**config.mk**
```make
export PLATFORM = sky130hd
export DESIGN_NAME = apb2icb
export DESIGN_NICKNAME = d
export VERILOG_FILES = /design/src/rtl/apb2icb.sv
export SDC_FILE = /design/constraint.sdc
export NUM_CORES = 1
export LEC_CHECK = 0
export BUFFER_PORTS_ARGS = -buffer_cell sky130_fd_sc_hd__buf_2
export CAP_MARGIN = 15
export CORE_ASPECT_RATIO = 0.6
export CORE_MARGIN = 2
export CORE_UTILIZATION = 47
export CTS_BUF_LIST = sky130_fd_sc_hd__clkbuf_16
export CTS_CLUSTER_SIZE = 8
export DETAILED_ROUTE_END_ITERATION = 16
export PLACE_DENSITY_LB_ADDON = 0.05
export SLEW_MARGIN = 0
export SYNTH_ARGS = -nofsm -noshare
export SYNTH_HDL_FRONTEND = slang
export SYNTH_SLANG_ARGS = --single-unit
export TNS_END_PERCENT = 50
```
**constraint.sdc**
```tcl
create_clock -name clk -period 7.6 [get_ports clk]
set_input_delay 0.76 -clock clk [delete_from_list [all_inputs] [get_ports clk]]
set_output_delay 0.76 -clock clk [all_outputs]
set_load 0.005 [all_outputs]
```
**src/rtl/apb2icb.sv**
```systemverilog
// APB3 completer that turns each APB transfer into one ICB command/response pair.
// A single transfer is in flight; wait states are held until the response returns or the timer expires.
module apb2icb #(
  parameter int AW          = 32,
  parameter int DW          = 64,
  parameter int TIMEOUT_CYC = 255
) (
  input  logic            clk,
  input  logic            rst,
  input  logic            apb_psel,
  input  logic            apb_penable,
  input  logic            apb_pwrite,
  input  logic [AW-1:0]   apb_paddr,
  input  logic [DW-1:0]   apb_pwdata,
  input  logic [DW/8-1:0] apb_pstrb,
  output logic            apb_pready,
  output logic [DW-1:0]   apb_prdata,
  output logic            apb_pslverr,
  output logic            o_icb_cmd_valid,
  input  logic            o_icb_cmd_ready,
  output logic            o_icb_cmd_read,
  output logic [AW-1:0]   o_icb_cmd_addr,
  output logic [DW-1:0]   o_icb_cmd_wdata,
  output logic [DW/8-1:0] o_icb_cmd_wmask,
  output logic [1:0]      o_icb_cmd_size,
  input  logic            o_icb_rsp_valid,
  output logic            o_icb_rsp_ready,
  input  logic            o_icb_rsp_err,
  input  logic [DW-1:0]   o_icb_rsp_rdata
);

  localparam int          MW     = DW / 8;
  localparam logic [15:0] TO_LIM = 16'(TIMEOUT_CYC);
  localparam bit          TO_EN  = (TIMEOUT_CYC != 0);

  typedef enum logic [2:0] {
    ST_IDLE  = 3'd0,
    ST_CMD   = 3'd1,
    ST_RSP   = 3'd2,
    ST_DONE  = 3'd3,
    ST_DRAIN = 3'd4
  } state_e;

  state_e          state_q, state_d;
  logic [AW-1:0]   addr_q, addr_d;
  logic [DW-1:0]   wdata_q, wdata_d;
  logic [MW-1:0]   wmask_q, wmask_d;
  logic            read_q, read_d;
  logic [15:0]     timer_q, timer_d;
  logic            err_q, err_d;
  logic [DW-1:0]   prdata_q, prdata_d;
  logic            drain_q, drain_d;

  logic            to_hit_s;
  logic [15:0]     timer_inc_s;
  logic            unused_s;

  // penable carries no information here: any psel in IDLE starts a transfer
  assign unused_s    = apb_penable;
  assign to_hit_s    = TO_EN && (timer_q == TO_LIM);
  assign timer_inc_s = (timer_q == 16'hFFFF) ? timer_q : (timer_q + 16'd1);

  // Next-state and datapath register updates
  always_comb begin
    state_d  = state_q;
    addr_d   = addr_q;
    wdata_d  = wdata_q;
    wmask_d  = wmask_q;
    read_d   = read_q;
    timer_d  = timer_q;
    err_d    = err_q;
    prdata_d = prdata_q;
    drain_d  = drain_q;
    case (state_q)
      ST_IDLE: begin
        if (apb_psel) begin
          addr_d   = apb_paddr;
          wdata_d  = apb_pwdata;
          read_d   = ~apb_pwrite;
          wmask_d  = apb_pwrite ? apb_pstrb : {MW{1'b1}};
          timer_d  = 16'd0;
          err_d    = 1'b0;
          drain_d  = 1'b0;
          prdata_d = {DW{1'b0}};
          state_d  = ST_CMD;
        end else begin
          state_d  = ST_IDLE;
        end
      end
      ST_CMD: begin
        // an accepted command must be followed to RSP even if the timer expires now
        if (o_icb_cmd_ready) begin
          timer_d  = 16'd0;
          state_d  = ST_RSP;
        end else if (to_hit_s) begin
          err_d    = 1'b1;
          prdata_d = {DW{1'b0}};
          state_d  = ST_DONE;
        end else begin
          timer_d  = timer_inc_s;
        end
      end
      ST_RSP: begin
        if (o_icb_rsp_valid) begin
          prdata_d = read_q ? o_icb_rsp_rdata : {DW{1'b0}};
          err_d    = o_icb_rsp_err;
          state_d  = ST_DONE;
        end else if (to_hit_s) begin
          err_d    = 1'b1;
          prdata_d = {DW{1'b0}};
          drain_d  = 1'b1;
          state_d  = ST_DONE;
        end else begin
          timer_d  = timer_inc_s;
        end
      end
      ST_DONE: begin
        if (drain_q && o_icb_rsp_valid) begin
          drain_d  = 1'b0;
          state_d  = ST_IDLE;
        end else if (drain_q) begin
          state_d  = ST_DRAIN;
        end else begin
          state_d  = ST_IDLE;
        end
      end
      ST_DRAIN: begin
        if (o_icb_rsp_valid) begin
          drain_d  = 1'b0;
          state_d  = ST_IDLE;
        end else begin
          state_d  = ST_DRAIN;
        end
      end
      default: begin
        state_d  = ST_IDLE;
      end
    endcase
  end

  // State and datapath registers
  always_ff @(posedge clk or posedge rst) begin
    if (rst) begin
      state_q  <= ST_IDLE;
      addr_q   <= {AW{1'b0}};
      wdata_q  <= {DW{1'b0}};
      wmask_q  <= {MW{1'b0}};
      read_q   <= 1'b1;
      timer_q  <= 16'd0;
      err_q    <= 1'b0;
      prdata_q <= {DW{1'b0}};
      drain_q  <= 1'b0;
    end else begin
      state_q  <= state_d;
      addr_q   <= addr_d;
      wdata_q  <= wdata_d;
      wmask_q  <= wmask_d;
      read_q   <= read_d;
      timer_q  <= timer_d;
      err_q    <= err_d;
      prdata_q <= prdata_d;
      drain_q  <= drain_d;
    end
  end

  // APB results are visible only during the single DONE cycle
  assign apb_pready      = (state_q == ST_DONE);
  assign apb_pslverr     = (state_q == ST_DONE) & err_q;
  assign apb_prdata      = (state_q == ST_DONE) ? prdata_q : {DW{1'b0}};

  assign o_icb_cmd_valid = (state_q == ST_CMD);
  assign o_icb_cmd_read  = read_q;
  assign o_icb_cmd_addr  = addr_q;
  assign o_icb_cmd_wdata = wdata_q;
  assign o_icb_cmd_wmask = wmask_q;
  assign o_icb_cmd_size  = (DW == 64) ? 2'b11 : 2'b10;
  assign o_icb_rsp_ready = (state_q == ST_RSP) | (state_q == ST_DRAIN) |
                           ((state_q == ST_DONE) & drain_q);

endmodule

```
==> results of run 1 <==
[flip-flops by register name (all words and copies together) (netlist names)]
register / cells
o_icb_cmd_wdata: 64
prdata_q: 64
o_icb_cmd_addr: 32
timer_q: 16
o_icb_cmd_wmask: 8
state_q: 3
drain_q: 1
err_q: 1
o_icb_cmd_read: 1
[layer usage]
metal,routed length [µm],up-vias,global-route usage
met1,8819,3094,0.3105
li1,-,2865,-
met5,0,-,0
met2,10400,221,0.3904
met4,430,0,0.08059
met3,1465,30,0.07078
[layout make-up]
class,count,area share
flip-flops and latches,190,0.4593
multi-input cells,368,0.2784
repair buffers,354,0.1728
clock buffers,17,0.04109
well taps,228,0.02755
clock inverters,15,0.01547
inverters,12,0.004834
diodes,2,0.0004834
[critical path: stages (launching register included)]
cell and delay, ns:
dfrtp_1 0.62, and3b_2 0.92, and2_1 0.24, buf_2 0.15
[cells in the mapped netlist (all sizes together) (8+ instances only)]
master / instances
clkbuf: 37
a21oi: 14
nor2: 23
and2: 68
o21ai: 8
mux2: 96
dfrtp: 189
inv: 12
a31oi: 10
a22o: 64
nand2: 15
nor3: 8
[worst paths after layout]
check                                           end  slack (ns)  depth (start not counted)
worst max-delay path                 apb_prdata[62]        4.45                          3
worst min-delay path             o_icb_cmd_addr[13]        0.40                          2
worst max register to register          prdata_q[5]        4.76                          6
worst min register to register         prdata_q[62]        0.50                          1
max in group asynchronous       o_icb_cmd_wdata[51]        5.76                          3
min in group clk                       prdata_q[62]        0.50                          1
[per-stage QoR]
stage / setup WS, ns / hold slack (ns) / power (W) / cell area [µm²]
4_1_cts: 4.435 / 0.4183 / 0.003802 / 10340
3_5_place_dp: 4.650 / 0.4825 / 0.002912 / 9756
3_3_place_gp: 4.739 / 0.4795 / 0.002851 / 9756
2_1_floorplan: 1.671 / 0.4645 / 0.002358 / 7849
5_1_grt: 4.266 / 0.4483 / 0.004010 / 10350
6_report: 4.452 / 0.4037 / 0.003759 / 10350
[cells by family (layout without fill, tap and decap cells)]
logic type	after synthesis	in the layout	synth area share
other cells	1	4	0.0004780
fa+ha+maj	1	1	0.001595
mux	97	97	0.1391
compound gates	118	118	0.1159
xor+xnor	1	1	0.001117
buf+inv	56	398	0.02918
simple gates	149	149	0.1064
flops	190	190	0.6062
[power by group through the flow]
stage,registers (W),clock network (W),logic (W)
2_1_floorplan,0.00164,0,0.000719
3_3_place_gp,0.00162,0,0.00123
3_5_place_dp,0.00165,0,0.00126
4_1_cts,0.00163,0.000898,0.00127
5_1_grt,0.00169,0.000945,0.00138
6_report,0.00163,0.000876,0.00125
==> flow_summary_export.csv, run 1 <==
group,metric,value,unit
floorplan,start_util,0.4825,
cts,postCtsHoldBufs,0,
final_layout,final_cells,1186,
floorplan,dieArea,0.01778,mm²
critical_path,criticalPathCategory,"reg2out",
power,power.leakage,5.240,nW
synth,syn_avg_cell_area,12.80,µm²
sta,drv_slew,0,
cts,clkTransAtPathRegs,0.07,ns
global_routing,overflow,0,
cts,clock_sinks,190,
final_layout,regArea,0.004756,mm²
global_routing,antenna_found_initial,2,
route,antenna_left,0,
synth,synth_edf_count,0,
final_layout,layout_common_cells,"buf_2, dfrtp_1, mux2_2",
global_routing,grt_max_degree,83,
critical_path,cp-end-kind,"output port",
critical_path,worstPathArrival,2.39,ns
floorplan,die_x,170.8,µm
floorplan,coreArea,0.01626,mm²
floorplan,die_y,104.1,µm
critical_path,crit_required,6.84,ns
power,power_density,363.0,mW/mm²
sta,fin_crit,3.148,ns
route,wire_per_inst,17.80,µm
power,pwr-share-seq,0.434,
sta,tightestPinTransition,1.005,ns
sta,finalHoldViolCount,0,
final_layout,fillerInstances,1334,
critical_path,cp-startpoint,"state_q[0]",
cts,cts_inserted_buffers,17,
cts,cts_tree,"yes",
power,internal_power,0.002528,W
synth,synth_top_area_share,0.6029,
synth,synth.distinct_cells,48,
global_routing,grt_pass1_wl,33.71,mm
cts,clockRootBuffer,"clkbuf_16",
final_layout,final_nets,1120,
synth,ys_warn_count,0,
cts,clock_path_buffers,2,
sta,rsz0062_at_grt,"no",
route,vias_per_cell,5.236,
synth,seq_area_frac_synth,0.6062,
sta,finalCritPeriodShare,0.4142,
synth,ys.flop_type,"dfrtp_1",
final_layout,area_delta_synth_final,31.98,%
synth,synth-seq-cells,190,
place,io_buffer_count,347,
power,power.share.clock,0.233,
cts,worstSkewPairLatency,0.42,ns
place,place_inst,1151,
cts,post-cts-setup-buffers,0,
final_layout,layout-drive-gt1-share,0.5084,
power,share_comb_of_total_power,0.333,
worst_hold_path,hold_path_class,"in2async",
power,switching_power,0.001230,W
critical_path,critPathLaunchType,"flip-flop",
sta,fin_setup_tns,0,ns
sta,maxSlewHeadroom,0.3303,
synth,synth_area_leaders,"dfrtp_1, mux2_2, a22o_1",
power,sw_frac_of_total,0.3274,
final_layout,mostFrequentLayoutCell,"buf_2",
sta,skew,0.01209,ns
run_status,status,"completed",
place,hpwlAfterDp,15.40,mm
final_layout,multi_input_area,0.002883,mm²
synth,syn_inst,613,
power,peakVddDrop,0.1989,mV
global_routing,grt_pass1_vias,6404,
route,drtPass1Iterations,4,
global_routing,grtUsageTotal,0.2407,
synth,synthArstFlopShare,1.000,
run,drv_cap,0,
cts,htreeDepth,4,
floorplan,floorplan.rows,36,
synth,yosysTopAreaCell,"dfrtp_1",
critical_path,rr_startpoint,"timer_q[0]",
sta,max_freq,0.3177,GHz
critical_path,path_max_fanout,67,
final_layout,final_util,0.6367,
route,drc,0,
synth,syn_area,0.007845,mm²
sta,setup_viol,0,
route,via_count,6210,
floorplan,pin_count,351,
cts,cts_resized,0,
place,gp_congestion,0.8264,
route,drt-total-wl,21.12,mm
route,drt_iter0_markers,327,
No activity file was read; power rests on OpenSTA's default activity.
==> run 2, diff against run 1 <==
ABC_AREA = 1   (was unset)
CORE_UTILIZATION = 43   (was 47)
clock period = 2.6 ns   (was 7.6 ns; I/O delays follow)
==> run 2 against run 1 <==
Utilization fell by 5.9 points. Worst setup slack worse by 3.9 ns. Sequential power rose to 2.8 times the previous value. Register-to-register slack lost 4.2 ns. Die area rose by 14%. First-iteration DRC count grew 4.6%. Sequential cell count unchanged. Cell area grew 5.4%. Largest power group unchanged.
==> flow_summary_export.csv, run 2 <==
group,metric,value,unit
run_status,status,"completed",
global_routing,antenna_found_initial,1,
synth,synth-seq-cells,190,
critical_path,cp-startpoint,"timer_q[0]",
synth,synth.distinct_cells,28,
power,power_density,1035,mW/mm²
floorplan,start_util,0.4364,
route,wl_met1,10.57,mm
route,drtPass1Iterations,5,
place,hpwlAfterDp,17.16,mm
cts,clock_sinks,190,
sta,rsz0062_at_grt,"no",
global_routing,grt_max_degree,67,
floorplan,dieArea,0.02032,mm²
place,io_buffer_count,347,
sta,maxSlewHeadroom,0.6306,
route,dr_wl_met3,1.421,mm
power,peakVddDrop,0.7130,mV
sta,finalHoldViolCount,0,
synth,synth_top_area_share,0.5739,
cts,worstSkewPairLatency,0.43,ns
worst_hold_path,hold_path_class,"in2reg",
route,drt-total-wl,23.01,mm
critical_path,cp-end-kind,"flip-flop",
sta,max_freq,0.4949,GHz
route,vias_per_cell,4.813,
synth,seq_area_frac_synth,0.5771,
critical_path,criticalPathCategory,"reg2reg",
worst_hold_path,hp-start,"apb_pwdata[8]",
final_layout,fillerInstances,1762,
final_layout,area_delta_synth_final,32.39,%
synth,syn_area,0.008240,mm²
critical_path,r2r_slack,0.58,ns
final_layout,layout_common_cells,"buf_2, dfrtp_1, nor2_1",
floorplan,die_y,111.2,µm
final_layout,layout-drive-gt1-share,0.4126,
synth,synth_edf_count,0,
route,highest_layer,"met5",
final_layout,mostFrequentLayoutCell,"buf_2",
final_layout,regArea,0.004756,mm²
synth,synth.most_common_cell,"dfrtp_1",
floorplan,coreArea,0.01888,mm²
sta,finalCritPeriodShare,0.7771,
synth,synth_area_leaders,"dfrtp_1, mux2_2, nor2_1",
floorplan,floorplan.rows,39,
global_routing,overflow,0,
route,drt_iter0_markers,342,
run,drv_cap,0,
cts,htreeDepth,4,
synth,yosysTopAreaCell,"dfrtp_1",
synth,ys.flop_type,"dfrtp_1",
cts,cts_inserted_buffers,17,
synth,syn_inst,821,
route,via_count,6853,
floorplan,die_x,182.7,µm
sta,setup_viol,0,
critical_path,worstPathArrival,2.32,ns
critical_path,critPathLaunchType,"flip-flop",
global_routing,grtUsageTotal,0.2300,
cts,clock_path_buffers,2,
place,gp_congestion,0.8849,
final_layout,n_antenna_cell,0,
critical_path,rr_startpoint,"timer_q[0]",
synth,ys_top_cells_by_count,"dfrtp_1, nor2_1, inv_1, nand3_1, nand2_1",
global_routing,grt_pass1_wl,36.38,mm
route,dr_wl_met2,10.70,mm
synth,synthArstFlopShare,1.000,
critical_path,crit_required,2.89,ns
final_layout,final_nets,1343,
cts,post-cts-setup-buffers,0,
place,place_area,0.01031,mm²
cts,clkTransAtPathRegs,0.08,ns
critical_path,path_max_fanout,64,
cts,clockRootBuffer,"clkbuf_16",
sta,fin_crit,2.020,ns
route,wire_per_inst,16.16,µm
sta,holdWs,0.03655,ns
route,antenna_left,0,
synth,ys_warn_count,0,
synth,syn_avg_cell_area,10.04,µm²
sta,skew,0.01117,ns
power,power.leakage,5.462,nW
final_layout,fin_area,0.01091,mm²
cts,cts_tree,"yes",
sta,drv_slew,0,
route,drc,0,
floorplan,pin_count,351,
global_routing,grt_pass1_vias,6651,
final_layout,multi_input_area,0.002907,mm²
sta,tightestPinTransition,0.5541,ns
[run 2: cell types whose count changed in the layout (fill, tap and decap cells not counted), sizes merged, moves of 64 or more]
cell | previous run | this run
o21ai | 8 | 80
nor2 | 23 | 138
nand3 | 5 | 78
a22o | 64 | 0
and2 | 68 | 0
inv | 15 | 101
[run 2: logic make-up (layout without fill, tap and decap cells)]
logic type | after synthesis | count (layout) | share of synthesized area
buffers and inverters | 138 | 494 | 0.07212
AO/OA/AOI/OAI | 91 | 91 | 0.05740
adder cells (fa/ha/maj) | 1 | 1 | 0.001518
flip-flops | 190 | 190 | 0.5771
AND/OR/NAND/NOR | 304 | 304 | 0.1602
other | 1 | 2 | 0.0004551
multiplexers | 96 | 96 | 0.1312
[run 2: repair_timing]
item / CTS / global route
endpoints found under the setup margin: 0 / 0
resized for setup: 0 / 0
hold endpoints to repair: 13 / 0
hold buffers: 2 / 0
[run 2: through the flow]
step	setup WS, ns	cells	TNS [ns]	total power (W)	utilization
2_1_floorplan	-0.1076	822	-20.34	0.007044	-
3_3_place_gp	0.6444	1391	0	0.008747	0.5461
3_5_place_dp	0.6125	1391	0	0.008833	0.5461
4_1_cts	0.5877	1424	0	0.01143	0.5777
5_1_grt	0.4133	1424	0	0.01203	0.5777
6_report	0.5796	1424	0	0.01129	0.5777
[run 2: power breakdown]
| part | internal, W | leakage (nW) | total [W] | switching (W) |
|---|---|---|---|---|
| logic | 0.00188 | 2.78 | 0.00413 | 0.00225 |
| registers | 0.00404 | 2.41 | 0.00458 | 0.000535 |
| clock network | 0.00136 | 0.278 | 0.00258 | 0.00122 |
[run 2: final timing paths]
check                                 endpoint  cells after the start
max                                prdata_q[2]                      9
min                         o_icb_cmd_wdata[8]                      2
max reg2reg                        prdata_q[2]                      9
min reg2reg                 o_icb_cmd_wdata[2]                      1
max in group asynchronous   o_icb_cmd_addr[22]                      5
min in group asynchronous  o_icb_cmd_wdata[49]                      3
[run 2: metal layers]
metal  vias to the layer above  track usage
li1                       3349            -
met1                      3278       0.3185
met2                       200       0.3681
met3                        24      0.05059
met4                         2      0.06022
met5                         -            0
[run 2: worst max-delay path: stages (launching register included)]
cell and delay, ns:
dfrtp_1 0.38, ha_1 0.20, nand3_1 0.14, nor2_2 0.22, nand2_1 0.11, inv_1 0.18
nand2_1 0.14, nand2_4 0.10, buf_12 0.26, o21ai_1 0.11
[run 2: final cells by class]
cell class                 count  share of cell area
clock buffer                  17             0.03900
multi-input combinational    494              0.2664
inverter                      94             0.03269
sequential                   190              0.4359
timing repair buffer         369              0.1840
clock inverter                14             0.01376
tap                          246             0.02821
